--- src/rtl/election_pkg.sv ---
// rtl/election_pkg.sv - shared types and sizing helpers for the ballot session
package election_pkg;

    typedef enum logic [1:0] {
        ST_IDLE    = 2'd0,
        ST_COLLECT = 2'd1,
        ST_TALLY   = 2'd2,
        ST_DONE    = 2'd3
    } state_t;

    localparam int DEFAULT_N_VOTERS = 7;

    function automatic int cnt_width(input int n_voters);
        return $clog2(n_voters + 1);
    endfunction

endpackage

--- src/rtl/election_session_if.sv ---
// rtl/election_session_if.sv - control, ballot and result signals of one ballot session
interface election_session_if
    import election_pkg::*;
#(
    parameter int N_VOTERS = DEFAULT_N_VOTERS,
    parameter int CNT_W    = cnt_width(N_VOTERS)
);
    logic                i_start;
    logic [CNT_W-1:0]    i_threshold;
    logic [CNT_W-1:0]    i_quorum;
    logic                i_ballot_valid;
    logic [N_VOTERS-1:0] i_ballot_mask;
    logic [N_VOTERS-1:0] i_ballot_vote;
    logic                i_close;
    logic                o_busy;
    logic                o_result_valid;
    logic                o_result;
    logic [CNT_W-1:0]    o_yes_count;
    logic [CNT_W-1:0]    o_turnout;

    modport master (
        output i_start, i_threshold, i_quorum, i_ballot_valid,
               i_ballot_mask, i_ballot_vote, i_close,
        input  o_busy, o_result_valid, o_result, o_yes_count, o_turnout
    );

    modport slave (
        input  i_start, i_threshold, i_quorum, i_ballot_valid,
               i_ballot_mask, i_ballot_vote, i_close,
        output o_busy, o_result_valid, o_result, o_yes_count, o_turnout
    );
endinterface

--- src/rtl/election_ballot_box.sv ---
// rtl/election_ballot_box.sv - per-voter voted/vote registers, first vote wins
module election_ballot_box #(
    parameter int N_VOTERS = 7
) (
    input  logic                clk,
    input  logic                rst,
    input  logic                i_clear,
    input  logic                i_wr_en,
    input  logic [N_VOTERS-1:0] i_mask,
    input  logic [N_VOTERS-1:0] i_vote,
    output logic [N_VOTERS-1:0] o_voted,
    output logic [N_VOTERS-1:0] o_votes,
    output logic                o_all_voted
);
    logic [N_VOTERS-1:0] r_voted;
    logic [N_VOTERS-1:0] r_votes;
    logic [N_VOTERS-1:0] w_fresh;
    logic [N_VOTERS-1:0] w_voted_next;

    // Only voters that have not voted yet may write; later ballots are dropped.
    assign w_fresh      = i_wr_en ? (i_mask & ~r_voted) : '0;
    assign w_voted_next = r_voted | w_fresh;
    // Includes this cycle's ballot so full turnout closes on the same edge.
    assign o_all_voted  = &w_voted_next;
    assign o_voted      = r_voted;
    assign o_votes      = r_votes;

    always_ff @(posedge clk or posedge rst) begin
        if (rst) begin
            r_voted <= '0;
            r_votes <= '0;
        end else if (i_clear) begin
            r_voted <= '0;
            r_votes <= '0;
        end else begin
            r_voted <= w_voted_next;
            r_votes <= (r_votes & ~w_fresh) | (i_vote & w_fresh);
        end
    end
endmodule

--- src/rtl/election_session.sv ---
// rtl/election_session.sv - ballot session FSM: collect, serial tally, held result
module election_session
    import election_pkg::*;
#(
    parameter int N_VOTERS = DEFAULT_N_VOTERS,
    parameter int CNT_W    = cnt_width(N_VOTERS),
    parameter int TIMEOUT  = 0,
    parameter int TO_W     = 16
) (
    input  logic                clk,
    input  logic                rst,
    election_session_if.slave   bus
);
    localparam int IDX_W = (N_VOTERS > 1) ? $clog2(N_VOTERS) : 1;
    localparam logic [IDX_W-1:0] IDX_LAST = IDX_W'(N_VOTERS - 1);
    localparam logic [TO_W-1:0]  TO_LAST  = (TIMEOUT == 0) ? '0 : TO_W'(TIMEOUT - 1);

    state_t              r_state;
    state_t              w_next_state;
    logic [CNT_W-1:0]    r_threshold;
    logic [CNT_W-1:0]    r_quorum;
    logic [CNT_W-1:0]    r_yes;
    logic [CNT_W-1:0]    r_turnout;
    logic                r_result;
    logic [IDX_W-1:0]    r_idx;
    logic [TO_W-1:0]     r_timer;

    logic                w_start_ok;
    logic                w_timeout;
    logic                w_wr_en;
    logic                w_all_voted;
    logic [N_VOTERS-1:0] w_voted;
    logic [N_VOTERS-1:0] w_votes;
    logic                w_cur_voted;
    logic                w_cur_yes;
    logic [CNT_W-1:0]    w_yes_next;
    logic [CNT_W-1:0]    w_turnout_next;

    assign w_start_ok = bus.i_start && (r_state == ST_IDLE || r_state == ST_DONE);
    assign w_timeout  = (TIMEOUT != 0) && (r_timer == TO_LAST);
    assign w_wr_en    = (r_state == ST_COLLECT) && bus.i_ballot_valid;

    election_ballot_box #(
        .N_VOTERS (N_VOTERS)
    ) u_box (
        .clk         (clk),
        .rst         (rst),
        .i_clear     (w_start_ok),
        .i_wr_en     (w_wr_en),
        .i_mask      (bus.i_ballot_mask),
        .i_vote      (bus.i_ballot_vote),
        .o_voted     (w_voted),
        .o_votes     (w_votes),
        .o_all_voted (w_all_voted)
    );

    assign w_cur_voted    = w_voted[r_idx];
    assign w_cur_yes      = w_voted[r_idx] & w_votes[r_idx];
    assign w_turnout_next = r_turnout + CNT_W'(w_cur_voted);
    assign w_yes_next     = r_yes + CNT_W'(w_cur_yes);

    always_ff @(posedge clk or posedge rst) begin
        if (rst) begin
            r_state <= ST_IDLE;
        end else begin
            r_state <= w_next_state;
        end
    end

    always_comb begin
        w_next_state = r_state;
        case (r_state)
            ST_IDLE, ST_DONE: begin
                if (bus.i_start) w_next_state = ST_COLLECT;
            end
            ST_COLLECT: begin
                if (bus.i_close || w_timeout || w_all_voted) w_next_state = ST_TALLY;
            end
            ST_TALLY: begin
                if (r_idx == IDX_LAST) w_next_state = ST_DONE;
            end
            default: w_next_state = ST_IDLE;
        endcase
    end

    always_ff @(posedge clk or posedge rst) begin
        if (rst) begin
            r_threshold <= '0;
            r_quorum    <= '0;
            r_yes       <= '0;
            r_turnout   <= '0;
            r_result    <= 1'b0;
            r_idx       <= '0;
            r_timer     <= '0;
        end else if (w_start_ok) begin
            r_threshold <= bus.i_threshold;
            r_quorum    <= bus.i_quorum;
            r_yes       <= '0;
            r_turnout   <= '0;
            r_result    <= 1'b0;
            r_idx       <= '0;
            r_timer     <= '0;
        end else if (r_state == ST_COLLECT) begin
            r_timer <= r_timer + 1'b1;
            r_idx   <= '0;
        end else if (r_state == ST_TALLY) begin
            r_yes     <= w_yes_next;
            r_turnout <= w_turnout_next;
            r_idx     <= r_idx + 1'b1;
            // Decide on the last tally edge so result is registered with DONE.
            if (r_idx == IDX_LAST) begin
                r_result <= (w_yes_next >= r_threshold) && (w_turnout_next >= r_quorum);
            end
        end
    end

    assign bus.o_busy         = (r_state == ST_COLLECT) || (r_state == ST_TALLY);
    assign bus.o_result_valid = (r_state == ST_DONE);
    assign bus.o_result       = r_result;
    assign bus.o_yes_count    = r_yes;
    assign bus.o_turnout      = r_turnout;
endmodule

--- src/flat_wrapper.sv ---
// flat-port wrapper written by rule: the top's interface ports become plain ports
module election_session_flat import election_pkg::*;
#(
    parameter int N_VOTERS = DEFAULT_N_VOTERS,
    parameter int CNT_W    = cnt_width(N_VOTERS),
    parameter int TIMEOUT  = 0,
    parameter int TO_W     = 16
)
  (clk, rst, bus_i_start, bus_i_threshold, bus_i_quorum, bus_i_ballot_valid, bus_i_ballot_mask, bus_i_ballot_vote, bus_i_close, bus_o_busy, bus_o_result_valid, bus_o_result, bus_o_yes_count, bus_o_turnout);
  election_session_if #(.N_VOTERS(N_VOTERS), .CNT_W(CNT_W)) bus_i ();
  input  logic clk;
  input  logic rst;
  input wire logic [$bits(bus_i.i_start)-1:0] bus_i_start;
  input wire logic [$bits(bus_i.i_threshold)-1:0] bus_i_threshold;
  input wire logic [$bits(bus_i.i_quorum)-1:0] bus_i_quorum;
  input wire logic [$bits(bus_i.i_ballot_valid)-1:0] bus_i_ballot_valid;
  input wire logic [$bits(bus_i.i_ballot_mask)-1:0] bus_i_ballot_mask;
  input wire logic [$bits(bus_i.i_ballot_vote)-1:0] bus_i_ballot_vote;
  input wire logic [$bits(bus_i.i_close)-1:0] bus_i_close;
  output wire logic [$bits(bus_i.o_busy)-1:0] bus_o_busy;
  output wire logic [$bits(bus_i.o_result_valid)-1:0] bus_o_result_valid;
  output wire logic [$bits(bus_i.o_result)-1:0] bus_o_result;
  output wire logic [$bits(bus_i.o_yes_count)-1:0] bus_o_yes_count;
  output wire logic [$bits(bus_i.o_turnout)-1:0] bus_o_turnout;
  assign bus_i.i_start = bus_i_start;
  assign bus_i.i_threshold = bus_i_threshold;
  assign bus_i.i_quorum = bus_i_quorum;
  assign bus_i.i_ballot_valid = bus_i_ballot_valid;
  assign bus_i.i_ballot_mask = bus_i_ballot_mask;
  assign bus_i.i_ballot_vote = bus_i_ballot_vote;
  assign bus_i.i_close = bus_i_close;
  assign bus_o_busy = bus_i.o_busy;
  assign bus_o_result_valid = bus_i.o_result_valid;
  assign bus_o_result = bus_i.o_result;
  assign bus_o_yes_count = bus_i.o_yes_count;
  assign bus_o_turnout = bus_i.o_turnout;
  election_session #(.N_VOTERS(N_VOTERS), .CNT_W(CNT_W), .TIMEOUT(TIMEOUT), .TO_W(TO_W)) u_core (.clk(clk), .rst(rst), .bus(bus_i));
endmodule
--- config.mk ---
export PLATFORM = sky130hd
export DESIGN_NAME = election_session_flat
export DESIGN_NICKNAME = d
export VERILOG_FILES = /design/src/rtl/election_pkg.sv /design/src/rtl/election_session_if.sv /design/src/rtl/election_ballot_box.sv /design/src/rtl/election_session.sv /design/src/flat_wrapper.sv
export SDC_FILE = /design/constraint.sdc
export NUM_CORES = 1
export LEC_CHECK = 0
export ABC_AREA = 1
export CORE_AREA = 2 2 66 68
export CTS_CLUSTER_SIZE = 20
export DETAILED_ROUTE_END_ITERATION = 10
export DIE_AREA = 0 0 68 70
export GPL_ROUTABILITY_DRIVEN = 0
export PLACE_DENSITY_LB_ADDON = 0.25
export SKIP_LAST_GASP = 1
export SLEW_MARGIN = 10
export SYNTH_ARGS = -nofsm -noshare
export SYNTH_HDL_FRONTEND = slang
export SYNTH_SLANG_ARGS = --single-unit
--- constraint.sdc ---
create_clock -name clk -period 2.2 [get_ports clk]
set_input_delay 0.44 -clock clk [delete_from_list [all_inputs] [get_ports clk]]
set_output_delay 0.44 -clock clk [all_outputs]
set_load 0.05 [all_outputs]
== Word level (Yosys, flattened, before mapping) ==
Cells that the tools add are included.

* Mux-type cells: 24
* Bitwise logic cells: 8
* Magnitude comparators: 3
* Reductions and logical operators: 15
* Equal/unequal tests: 8
* Add/subtract/negate cells: 3

{| class="wikitable"
|+ Operators by type and width
! kind !! number
|-
| 3-bit 2-to-1 mux || 9
|-
| 7-bit AND || 3
|-
| 7-bit 2-to-1 mux || 3
|-
| 7-bit NOT || 2
|-
| 7-bit OR || 2
|-
| 7-bit AND reduction || 1
|-
| 3-bit by 1-bit adder with 3-bit output || 2
|-
| 1-bit binary-select mux with 3-bit select || 2
|-
| 3-bit greater-or-equal comparator || 2
|-
| 1-bit 2-to-1 mux || 6
|-
| 2-bit 2-to-1 mux || 3
|-
| 2-bit case mux with 3 select lines || 1
|-
| 3-bit AND reduction || 2
|-
| 2-bit == test (second input constant) || 2
|-
| 3-bit by 4-bit < comparator with 1-bit output (second input constant) || 1
|-
| 2-bit by 1-bit != test with 1-bit output (second input constant) || 2
|-
| 2-bit != test (second input constant) || 2
|-
| 2-bit nonzero test || 2
|-
| 3-bit by 1-bit adder with 3-bit output (second input constant) || 1
|-
| 3-bit == test (second input constant) || 1
|-
| 1-bit logical AND || 3
|-
| 1-bit logical OR || 3
|-
| 3-bit nonzero test || 1
|-
| 2-bit by 1-bit == test with 1-bit output (second input constant) || 1
|-
| 4 further kinds || 4
|}

* Output and inout port bits: 9
* Register bits after elaboration: 32
* Input port bits: 25
* Word-level logic and storage cells: 70

== Depth between registers and ports, before layout ==
* Word-level depth: 10
* Mapped depth: 17
* Mapped depth without buffers: 16

== Hierarchy ==
A second synthesis with hierarchy kept.

* Cells, all modules: 251
* Area total of the unflattened synthesis: 1890.6 µm²

{| class="wikitable"
|+ By module, submodules not included
! module !! sequential area each (µm²) !! area each (µm²) !! instances !! cells an instance
|-
| election_session || 450.4 || 1234.9 || 1 || 170
|-
| election_ballot_box || 350.3 || 655.6 || 1 || 81
|}

== Least setup slack after synthesis ==
OpenSTA, ideal clock, no wires.

* Path kind: register -> register
* From: register u_core.r_idx[0]
* To: register u_core.r_result, in the netlist u_core.bus.o_result
* Cell stages (with the launch flop): 17
* Period minus slack after synthesis: 2.240 ns
* Buffers on the path: 1
* Setup time: 0.125 ns
* Path slack: -0.040 ns
* Data arrival time: 2.114 ns
* Required time: 2.075 ns
* Path through: dfrtp_1 > buf_2 > inv_2 > nor2_1 > o31ai_1 > nand2_1 > nand2_1 > nand2_1 > inv_1 > ha_1 > ha_1 > xor2_1 > ha_1 > a21oi_1 > o211ai_1 > nand3_1 > o21ai_1

* Cells in the longest elaborated chain, start to end: 10
* Elaborated cells between the ends (all ways): 17
* Those cells by class: add/sub: 2; order compare: 2; eq/ne: 1; mux: 8; bitwise: 1; reduce/logical: 3

{| class="wikitable"
|+ RTL lines
! what !! RTL line !! text
|-
| start, declared || election_session.sv:25 || <nowiki>logic [IDX_W-1:0] r_idx;</nowiki>
|-
| start signal, assigned || election_session.sv:109 || <nowiki>r_idx <= r_idx + 1'b1;</nowiki>
|-
| 1-bit binary-select mux with 3-bit select, on equally long branches || election_session.sv:57, election_session.sv:58 ||
|-
| 1-bit 2-to-1 mux, on equally long branches || election_session.sv:57, election_session.sv:58 ||
|-
| 1-bit AND || election_session.sv:58 || <nowiki>assign w_cur_yes = w_voted[r_idx] & w_votes[r_idx];</nowiki>
|-
| 3-bit by 1-bit adder with 3-bit output || election_session.sv:60 || <nowiki>assign w_yes_next = r_yes + CNT_W'(w_cur_yes);</nowiki>
|-
| 3-bit greater-or-equal comparator || election_session.sv:112 || <nowiki>r_result <= (w_yes_next >= r_threshold) && (w_turnout_next >= r_quorum);</nowiki>
|-
| 1-bit logical AND || election_session.sv:112 ||
|-
| 1-bit 2-to-1 mux || election_session.sv:111 || <nowiki>if (r_idx == IDX_LAST) begin</nowiki>
|-
| 1-bit 2-to-1 mux || election_session.sv:106 || <nowiki>end else if (r_state == ST_TALLY) begin</nowiki>
|-
| 1-bit 2-to-1 mux || election_session.sv:103 || <nowiki>end else if (r_state == ST_COLLECT) begin</nowiki>
|-
| 1-bit 2-to-1 mux || election_session.sv:95 || <nowiki>end else if (w_start_ok) begin</nowiki>
|-
| end signal, assigned || election_session.sv:112 ||
|-
| end, declared || election_session.sv:24 || <nowiki>logic r_result;</nowiki>
|}

Several ways; a longest one is shown, not always the timed one. The select of a mux whose other input is x is not followed.
A chain may end at the register's enable or synchronous reset.

== Worst setup path in the final report ==
Same ends and word-level chain as after synthesis.

==> summary.md <==
| Metric | Value |
|---|---|
| Status | `finished with violations` |
| Failing checks | `setup timing` |
| Syn Inst Count | `231` |
| GRT busiest layer | `met2` |
| Drt drc | `0` |
| Post-DR vias/cell | `5.08` |
| Final core occ | `59.9%` |
| CP max FO | `4` |
| Skew-Pair Late Insertion Delay | `0.29 ns` |
| Die area | `approximately 4800 um2` |
| Rel. slew slack | `66.2%` |
| Layout area overhead | `33.6%` |
| Fmax | `0.427 GHz` |
| M2 GR Usage | `32.6%` |
| Final ANT Viol Nets | `0` |
| Mapped Nets | `272` |
| Final nets | `~320` |
| First-pass GRT wire length | `7290 um` |
| Root buffer cell | `clkbuf_8` |
| Hold Slack | `approximately 0.5 ns` |
| Syn. warnings | `0` |
| I/O pin total | `34` |
| Clock transition at the registers of the reported paths | `0.07 ns` |
| Placed Cells | `320` |
| DRT Wirelength | `4320 um` |
| Num rows | `24` |
| Mean Syn Cell Area | `8.04 um2` |
| Initial antenna violation count | `0` |
| Worst path cell trace | `buf_12, nor2_4, nor2_1, o21ai_1, o21ai_1, nand2_1, nand2_1, nand2_1, inv_1, ha_2, ha_4, xor2_2, ha_1, nand2_1, o211ai_1, nand3_1, o21ai_1` |
| Hold path start | `u_core.r_quorum[0]$_DFFE_PP0P_` |
| Layout Cells excl Fill | `331` |
| Crit path buffers/inverters | `2` |
| Remaining global-route overflow | `0` |
| Die outline width | `68 um` |
| Max_cap viols | `0` |
| Final HPWL DP | `3110 um` |
| Hold buffer count at cts | `0` |
| Total Routing Usage GR | `20.3%` |
| Critical Path RT | `around 2.4 ns` |
| Per-cell routed wire length | `around 13 um` |
| Post-Syn Area | `between 1500 and 2000 um2` |
| Crit path DAT | `2.56 ns` |
| Pre-Repair DR Iteration Count | `4` |
| RSZ-0062 raised after global routing | `yes` |
| Clock sink count | `32` |
| Fin worst setup slack | `-0.141 ns` |
| Vias in the first global route | `1622` |
| Core Box Area | `4140 um2` |
| Clock buffer count from CTS | `5` |
| Iter 0 DRT Violations | `103` |
| Worst-margin pin slew | `0.506 ns` |
| Crit path max-delay family | `adder cells` |
| Most frequent cells in the layout | `nand2_1 (51), clkdlybuf4s50_1 (31), inv_1 (30), dfrtp_1 (30), o21ai_1 (20)` |
| Most common cell after layout, fill and taps aside | `nand2_1` |
| Critical path launch point | `u_core.r_idx[0]$_DFFE_PP0P_` |
| CTS tree | `yes` |
| Met3 usage | `between 5 and 6%` |
| Initial core utilization | `44.8%` |
| Final setup fails | `1` |
| Leakage | `1.22 nW` |
| Total power | `0.00359 W` |
| Skew final | `between 0.003 and 0.004 ns` |
| Final Hold Viols | `0` |
| Clk buf depth | `2` |
| Yosys cell types | `26` |
| Die H | `70 um` |
| Critical-path top delay cell | `dfrtp_2` |
| Final Cycle Share | `106%` |
| CP peak stage delay | `roughly 0.45 ns` |
| Hold Path Class | `flip-flop to flip-flop` |
| Vias | `1680` |
| Grt met1 use | `25.5%` |
| Final Max Slew Viols | `0` |
| Crit-path most repeated cell | `nand2_1` |
| Largest net degree at the start of global routing | `33` |
| # diodes | `0` |
| Htree depth | `2` |
| CP Class | `flip-flop to flip-flop` |
| Power per cell area | `roughly 1400 nW/um2` |
| Register area share after synthesis | `roughly 43%` |
| Critical R2R Launch | `u_core.r_idx[0]$_DFFE_PP0P_` |
| # port buffers | `33` |
| Layout cell share with drive strength beyond 1 | `16.5%` |
| CP endpoint kind | `flip-flop` |
| Tmin final | `2.34 ns` |
| Setup WS pre-CTS | `-0.180 ns` |
| Peak VDD IR | `705 uV` |
| Worst Setup Start Kind | `flip-flop` |
| Post-synthesis register bit count | `32` |
[worst min-delay path, delay by kind of cell, from the launching register on]
family	cells	cell delay [ns]
AND/OR/NAND/NOR	2	0.11
flip-flops	1	0.35
[power breakdown]
part | switching [W] | leakage [nW] | internal, W
clock | 0.000222 | 0.0510 | 0.000249
sequential | 0.000208 | 0.416 | 0.000833
combinational | 0.00122 | 0.750 | 0.000848
[cells in the mapped netlist, drive strengths merged]
cell	count	area [um2]
clkbuf	2	7.51
a31oi	3	18.8
nor2	12	45.0
nand4	2	12.5
o21bai	1	11.3
ha	16	200
inv	37	139
xor2	2	17.5
buf	4	20.0
nor3	5	25.0
o31ai	3	22.5
nand3	9	45.0
or2	2	12.5
nor4	4	25.0
nand2	54	215
o21ai	28	155
o211ai	2	15.0
dfrtp	32	801
a21oi	13	68.8
[layout make-up]
| cell class | count | area [um2] |
|---|---|---|
| fillers | 367 | 1660 |
| clock buffers | 6 | 82.6 |
| repair buffers | 46 | 452 |
| multi-input cells | 156 | 927 |
| flip-flops and latches | 32 | 803 |
| inverters | 37 | 141 |
| clock inverters | 2 | 10.0 |
| well taps | 52 | 65.1 |
[registers in the layout, indices dropped and copies added, names as in the netlist]
name and cells:
u_core.r_state 2, u_core.r_quorum 3, u_core.u_box.o_votes 7, u_core.r_threshold 3, u_core.bus.o_yes_count 3, u_core.r_idx 3, u_core.u_box.o_voted 7, u_core.bus.o_result 1
u_core.bus.o_turnout 3
[through the flow]
stage	cell area [um2]	setup TNS [ns]
after floorplan	1870	0
after global placement	2310	-0.114
after detailed placement	2310	-0.180
after CTS	2460	-0.140
after global routing	2480	-0.303
final	2480	-0.141
[cells by family after synthesis]
| group | share of synthesized area [%] |
|---|---|
| adders and majority gates | 10.8 |
| DFF | 43.1 |
| buffers and inverters | 8.96 |
| AOI/OAI and AO/OA | 15.7 |
| xor gates and xnor gates | 0.944 |
| and+or+nand+nor | 20.5 |
[path summary, 6_finish.rpt]
check,to,slack [ns],cells past startpoint
worst max-delay path,u_core.bus.o_result$_DFFE_PP0P_,-0.14,17
worst min-delay path,u_core.r_quorum[0]$_DFFE_PP0P_,0.49,2
worst max register to register,u_core.bus.o_result$_DFFE_PP0P_,-0.14,17
worst min register to register,u_core.r_quorum[0]$_DFFE_PP0P_,0.49,2
max in group asynchronous,u_core.r_idx[1]$_DFFE_PP0P_,1.34,3
min in group asynchronous,u_core.u_box.o_votes[3]$_DFF_PP0_,0.54,3
[layer usage]
metal	share of wire, %	wire length (um)
met1	44	1910
met2	48	2080
met3	5.6	241
met4	2.1	90
met5	0	0
[timing repair]
action	CTS	global route
setup buffers	2	1
pin swaps	7	2
resized for setup	11	2
endpoints found under the hold margin	0	0
setup endpoints to repair	1	1
No activity file was read; power rests on OpenSTA's default activity.
